`config.mk`:
```
export PLATFORM = sky130hd
export DESIGN_NAME = pc_sequencer
export DESIGN_NICKNAME = d
export VERILOG_FILES = /design/src/rtl/pc_sequencer.sv
export SDC_FILE = /design/constraint.sdc
export NUM_CORES = 1
export LEC_CHECK = 0
export ABC_CLOCK_PERIOD_IN_PS = 4600
export CORE_MARGIN = 2
export CORE_UTILIZATION = 62
export CTS_BUF_LIST = sky130_fd_sc_hd__clkbuf_16
export DETAILED_ROUTE_END_ITERATION = 6
export DONT_BUFFER_PORTS = 1
export HOLD_SLACK_MARGIN = 0.05
export PLACE_DENSITY = 0.78
export RECOVER_POWER = 25
export REMOVE_ABC_BUFFERS = 1
export SLEW_MARGIN = 20
export SYNTH_ARGS = -nofsm -noshare
export SYNTH_HDL_FRONTEND = slang
export SYNTH_SLANG_ARGS = --single-unit
```
`constraint.sdc`:
```
create_clock -name CLK -period 4.6 [get_ports CLK]
set_clock_uncertainty 0.1 [all_clocks]
set_input_delay 0.46 -clock CLK [delete_from_list [all_inputs] [get_ports CLK]]
set_output_delay 0.46 -clock CLK [all_outputs]
set_load 0.005 [all_outputs]
```
`src/rtl/pc_sequencer.sv`:
```
// Program-counter sequencer: RUN/FLUSH/HALT control with a circular return-address stack.
// Redirects cost one squashed FLUSH cycle; the stack overwrites its oldest entry on overflow.
module pc_sequencer #(
   parameter int          PC_W      = 8,
   parameter int          RAS_DEPTH = 4,
   parameter int unsigned RESET_VEC = 0
) (
   input  logic            CLK,
   input  logic            reset,
   input  logic            enable,
   input  logic            branch,
   input  logic            jump,
   input  logic            call,
   input  logic            ret,
   input  logic [PC_W-1:0] target,
   input  logic            halt,
   input  logic            resume,
   output logic [PC_W-1:0] pc,
   output logic            flush,
   output logic            halted,
   output logic            ras_empty,
   output logic            ras_full,
   output logic            ras_ovf,
   output logic            ras_unf
);

   localparam int PTR_W = $clog2(RAS_DEPTH);
   localparam int CNT_W = PTR_W + 1;

   typedef enum logic [1:0] {
      S_RUN   = 2'd0,
      S_FLUSH = 2'd1,
      S_HALT  = 2'd2
   } state_t;

   state_t            r_state, w_state_nx;
   logic [PC_W-1:0]   r_pc, w_pc_nx, w_seq, w_top;
   logic [PTR_W-1:0]  r_sp, w_sp_nx, w_sp_dec, w_wr_addr;
   logic [CNT_W-1:0]  r_cnt, w_cnt_nx;
   logic              r_ovf, w_ovf_nx, r_unf, w_unf_nx;
   logic              r_flush, r_halted;
   logic              w_wr_en, w_empty, w_full;
   logic [PC_W-1:0]   w_wr_data;
   logic [PC_W-1:0]   r_stack [RAS_DEPTH];

   assign w_seq    = r_pc + PC_W'(1);
   assign w_sp_dec = r_sp - PTR_W'(1);
   assign w_top    = r_stack[w_sp_dec];
   assign w_empty  = (r_cnt == CNT_W'(0));
   assign w_full   = (r_cnt == CNT_W'(RAS_DEPTH));

   // Next-state, next-PC and stack-update decode
   always_comb begin
      w_state_nx = r_state;
      w_pc_nx    = r_pc;
      w_sp_nx    = r_sp;
      w_cnt_nx   = r_cnt;
      w_ovf_nx   = r_ovf;
      w_unf_nx   = r_unf;
      w_wr_en    = 1'b0;
      w_wr_addr  = r_sp;
      w_wr_data  = w_seq;
      if (enable) begin
         case (r_state)
            S_RUN: begin
               if (halt) begin
                  w_state_nx = S_HALT;
               end else if (call && ret) begin
                  // Combined call/return replaces the top entry in place
                  w_state_nx = S_FLUSH;
                  w_pc_nx    = target;
                  w_wr_en    = 1'b1;
                  if (w_empty) begin
                     w_sp_nx  = r_sp + PTR_W'(1);
                     w_cnt_nx = r_cnt + CNT_W'(1);
                  end else begin
                     w_wr_addr = w_sp_dec;
                  end
               end else if (ret) begin
                  w_state_nx = S_FLUSH;
                  if (w_empty) begin
                     w_pc_nx  = w_seq;
                     w_unf_nx = 1'b1;
                  end else begin
                     w_pc_nx  = w_top;
                     w_sp_nx  = w_sp_dec;
                     w_cnt_nx = r_cnt - CNT_W'(1);
                  end
               end else if (call) begin
                  w_state_nx = S_FLUSH;
                  w_pc_nx    = target;
                  w_wr_en    = 1'b1;
                  w_sp_nx    = r_sp + PTR_W'(1);
                  if (w_full) begin
                     w_ovf_nx = 1'b1;
                  end else begin
                     w_cnt_nx = r_cnt + CNT_W'(1);
                  end
               end else if (jump || branch) begin
                  w_state_nx = S_FLUSH;
                  w_pc_nx    = target;
               end else begin
                  w_pc_nx = w_seq;
               end
            end
            S_FLUSH: begin
               w_state_nx = S_RUN;
               w_pc_nx    = w_seq;
            end
            S_HALT: begin
               if (resume) begin
                  w_state_nx = S_RUN;
               end else begin
                  w_state_nx = S_HALT;
               end
            end
            default: begin
               w_state_nx = S_RUN;
            end
         endcase
      end else begin
         w_state_nx = r_state;
      end
   end

   // Control state, PC, stack pointer and sticky flags
   always_ff @(posedge CLK) begin
      if (!reset) begin
         r_state  <= S_RUN;
         r_pc     <= PC_W'(RESET_VEC);
         r_sp     <= '0;
         r_cnt    <= '0;
         r_ovf    <= 1'b0;
         r_unf    <= 1'b0;
         r_flush  <= 1'b0;
         r_halted <= 1'b0;
      end else begin
         r_state  <= w_state_nx;
         r_pc     <= w_pc_nx;
         r_sp     <= w_sp_nx;
         r_cnt    <= w_cnt_nx;
         r_ovf    <= w_ovf_nx;
         r_unf    <= w_unf_nx;
         r_flush  <= (w_state_nx == S_FLUSH);
         r_halted <= (w_state_nx == S_HALT);
      end
   end

   // Stack storage; contents are meaningless while occupancy is zero
   always_ff @(posedge CLK) begin
      if (reset && w_wr_en) begin
         r_stack[w_wr_addr] <= w_wr_data;
      end else begin
         r_stack[w_wr_addr] <= r_stack[w_wr_addr];
      end
   end

   assign pc        = r_pc;
   assign flush     = r_flush;
   assign halted    = r_halted;
   assign ras_empty = w_empty;
   assign ras_full  = w_full;
   assign ras_ovf   = r_ovf;
   assign ras_unf   = r_unf;

endmodule

```
==> flow_metrics.tcl <==
set metrics [dict create \
    status "completed" \
    ant_nets 0 \
    ys.flop_type "edfxtp_1" \
    portBuffers 0 \
    first_global_vias 1758 \
    finalSetupTns_ns 0 \
    diodes 0 \
    track_usage_pct 28.4 \
    wire_per_inst_um 22.6 \
    synth_seq_cells 51 \
    cts.reportedPaths.clkPinSlew_ns 0.07 \
    num_rows 23 \
    gr-total-overflow 0 \
    syn_inst 216 \
    clock_sink_count 51 \
    slew_violations 0 \
    vias_per_cell 6.87 \
    drc 0 \
    worstPathArrival_ns 2.39 \
    hold_viol 0 \
    p_leak_nw 0.919 \
    max_freq_ghz 0.390 \
    fp.dieW_um 67.9 \
    critical-path-max-stage-delay_ns 0.64 \
    critPathCaptureType "flop" \
    dp_hpwl_um 4340 \
    ios 31 \
    peakVddDrop_mv 0.297 \
    drive_gt1_share_pct 11.9 \
    yosysWarnings 0 \
    synth_cell_type_count 54 \
    max_slew.worst_pin.slew_ns 0.811 \
    clockBufferDepth 2 \
    total_power_mw 0.987 \
    setup_violations 0 \
    fillCellCount 275 \
    seqPwrFrac_pct 52.8 \
    antenna_found_initial 0 \
    cp_slowest_cell "nor3_1" \
    clock_latency_ns 0.30 \
    setup.worst_path.start_class "flop" \
    cts_tree "built" \
    dr_total_vias 1842 \
    power.net_switching_mw 0.241 \
    postSynthAreaPerCell_um2 11.7 \
    drv_cap 0 \
    yosysMostFrequentCell "edfxtp_1" \
    internal_power_mw 0.746 \
    min-delay-start "reset" \
    first_iter_violations 269 \
    yosysTopAreaCellShare_pct 37.9 \
    p_clk_share_pct 37.3 \
    grt_setup_unrepaired "false" \
    synthesis.area_um2 2530 \
    synth_edf_count 32 \
    cts_htree_levels 2 \
    swShare_pct 24.4 \
    yosys-top-cells-area "edfxtp_1 38%, dfxtp_1 15%, mux4_2 7.1%" \
    gp_congestion 0.851 \
    post-route-period-util_pct 55.7 \
    start_util_pct 63.8 \
    cts.repair.resized 0 \
    critPathKind "reg2reg" \
    syn_to_final_growth_pct 6.72 \
    min_path_type "in2reg" \
    coreArea_um2 3970 \
    cp.required_ns 4.42 \
    hold_buffers 0 \
    numCtsBuffers 5 \
    min_period_ns 2.56 \
    design.die.area_um2 4610 \
    power.density_nw_per_um2 365 \
    relSlewSlack_pct 45.5 \
    r2r_start "r_state[1]$_SDFF_PN0_" \
    synth_area_leader_cell "edfxtp_1" \
    drt-total-wl_um 6050 \
    synthArstFlopShare_pct 0 \
    die_y_um 67.9 \
    combPwrFrac_pct 9.8 \
    grt_pass1_wl_um 9200 \
    crit_fanout 8 \
    grt_max_degree 23 \
    root_buffer "clkbuf_16" \
    drt_pre_antenna_iters 6 \
    nets 238 \
    synth-seq-area-share_pct 52.9 \
    cts_setup_buffers 0 \
    crit_chain "nand2b_1 -> nor3_1 -> nand3_1 -> nor2_1" \
    synthTopCellsByCount "32 x edfxtp_1, 19 x dfxtp_1, 18 x nand2_1" \
    setup.worst_path.start "r_state[1]$_SDFF_PN0_" \
]
-- routing by layer --
layer | vias to the layer above | GRT usage (%) | part of all wire (%)
li1 | 815 | - | -
met1 | 860 | 34.4 | 36
met2 | 140 | 44.9 | 50
met3 | 27 | 11.2 | 11
met4 | 0 | 12.8 | 3.6
met5 | - | 0 | 0
-- cell usage in the layout (no fill, tap or decap), types with 2 or more instances in the layout --
master,n
ha_1,4
or3_1,2
a31oi_1,4
a32o_1,2
nand2_1,18
nand2b_1,4
o21ai_0,11
nand3_1,5
dfxtp_1,19
clkbuf_16,5
xor2_1,2
inv_1,10
and3_1,3
buf_4,2
a221o_1,3
nor4_1,3
xnor2_1,8
a21oi_1,13
a211oi_1,2
nor2_1,14
mux4_2,8
nor3_1,2
edfxtp_1,32
o221ai_1,2
nor2b_1,5
and2_1,5
mux2i_1,3
-- area by class of cell --
type | instances | area [µm²] | area share (%)
clock buffers | 5 | 125 | 4.63
clock inverters | 3 | 22.5 | 0.833
inverters | 10 | 37.5 | 1.39
multi-input cells | 147 | 1100 | 40.7
flip-flops and latches | 51 | 1340 | 49.6
well taps | 50 | 62.6 | 2.31
repair buffers | 2 | 15.0 | 0.555
-- logic make-up after synthesis --
family | count (synthesis) | synth area share [%]
buffers and inverters | 18 | 3.16
xor gates and xnor gates | 10 | 3.46
and+or+nand+nor | 70 | 15.6
AOI/OAI and AO/OA | 51 | 14.1
adders and majority gates | 4 | 1.98
DFF | 51 | 52.9
muxes | 12 | 8.74
-- worst max-delay path, delay by kind of cell (launching register included) --
family        cells  cell delay [ns]
flops             1             0.35
simple gates      4             1.74
-- worst paths after layout --
check,end,slack (ns),depth (start not counted)
max,r_stack[1][5]$_DFFE_PP_,2.04,4
max reg2reg,r_stack[1][5]$_DFFE_PP_,2.04,4
min reg2reg,r_cnt[2]$_SDFFE_PN0P_,0.42,2
min,pc[3]$_SDFFE_PN0P_,0.19,2
-- power groups by stage --
stage	clock network, mW	logic [mW]	registers [mW]
2_1_floorplan	0	0.0751	0.525
3_3_place_gp	0	0.0905	0.529
3_5_place_dp	0	0.0966	0.531
4_1_cts	0.373	0.0973	0.521
5_1_grt	0.382	0.108	0.523
6_report	0.368	0.0972	0.522
-- registers in the layout, summed over array words and instances (netlist names) --
register and flops:
flush 1, ras_unf 1, r_state 2, halted 1, r_cnt 3, r_sp 2, pc 8, ras_ovf 1
r_stack 32
-- stage by stage --
stage | setup slack, ns | cells | utilization, % | hold WS (ns) | area, µm²
2_1_floorplan | 2.26 | 208 | - | 0.358 | 2490
3_3_place_gp | 2.47 | 260 | 64.7 | 0.384 | 2570
3_5_place_dp | 2.31 | 260 | 64.7 | 0.411 | 2570
4_1_cts | 2.33 | 268 | 68.4 | 0.180 | 2720
5_1_grt | 1.83 | 268 | 68.1 | 0.190 | 2700
6_report | 2.04 | 268 | 68.1 | 0.186 | 2700
No activity file was read; power rests on OpenSTA's default activity.
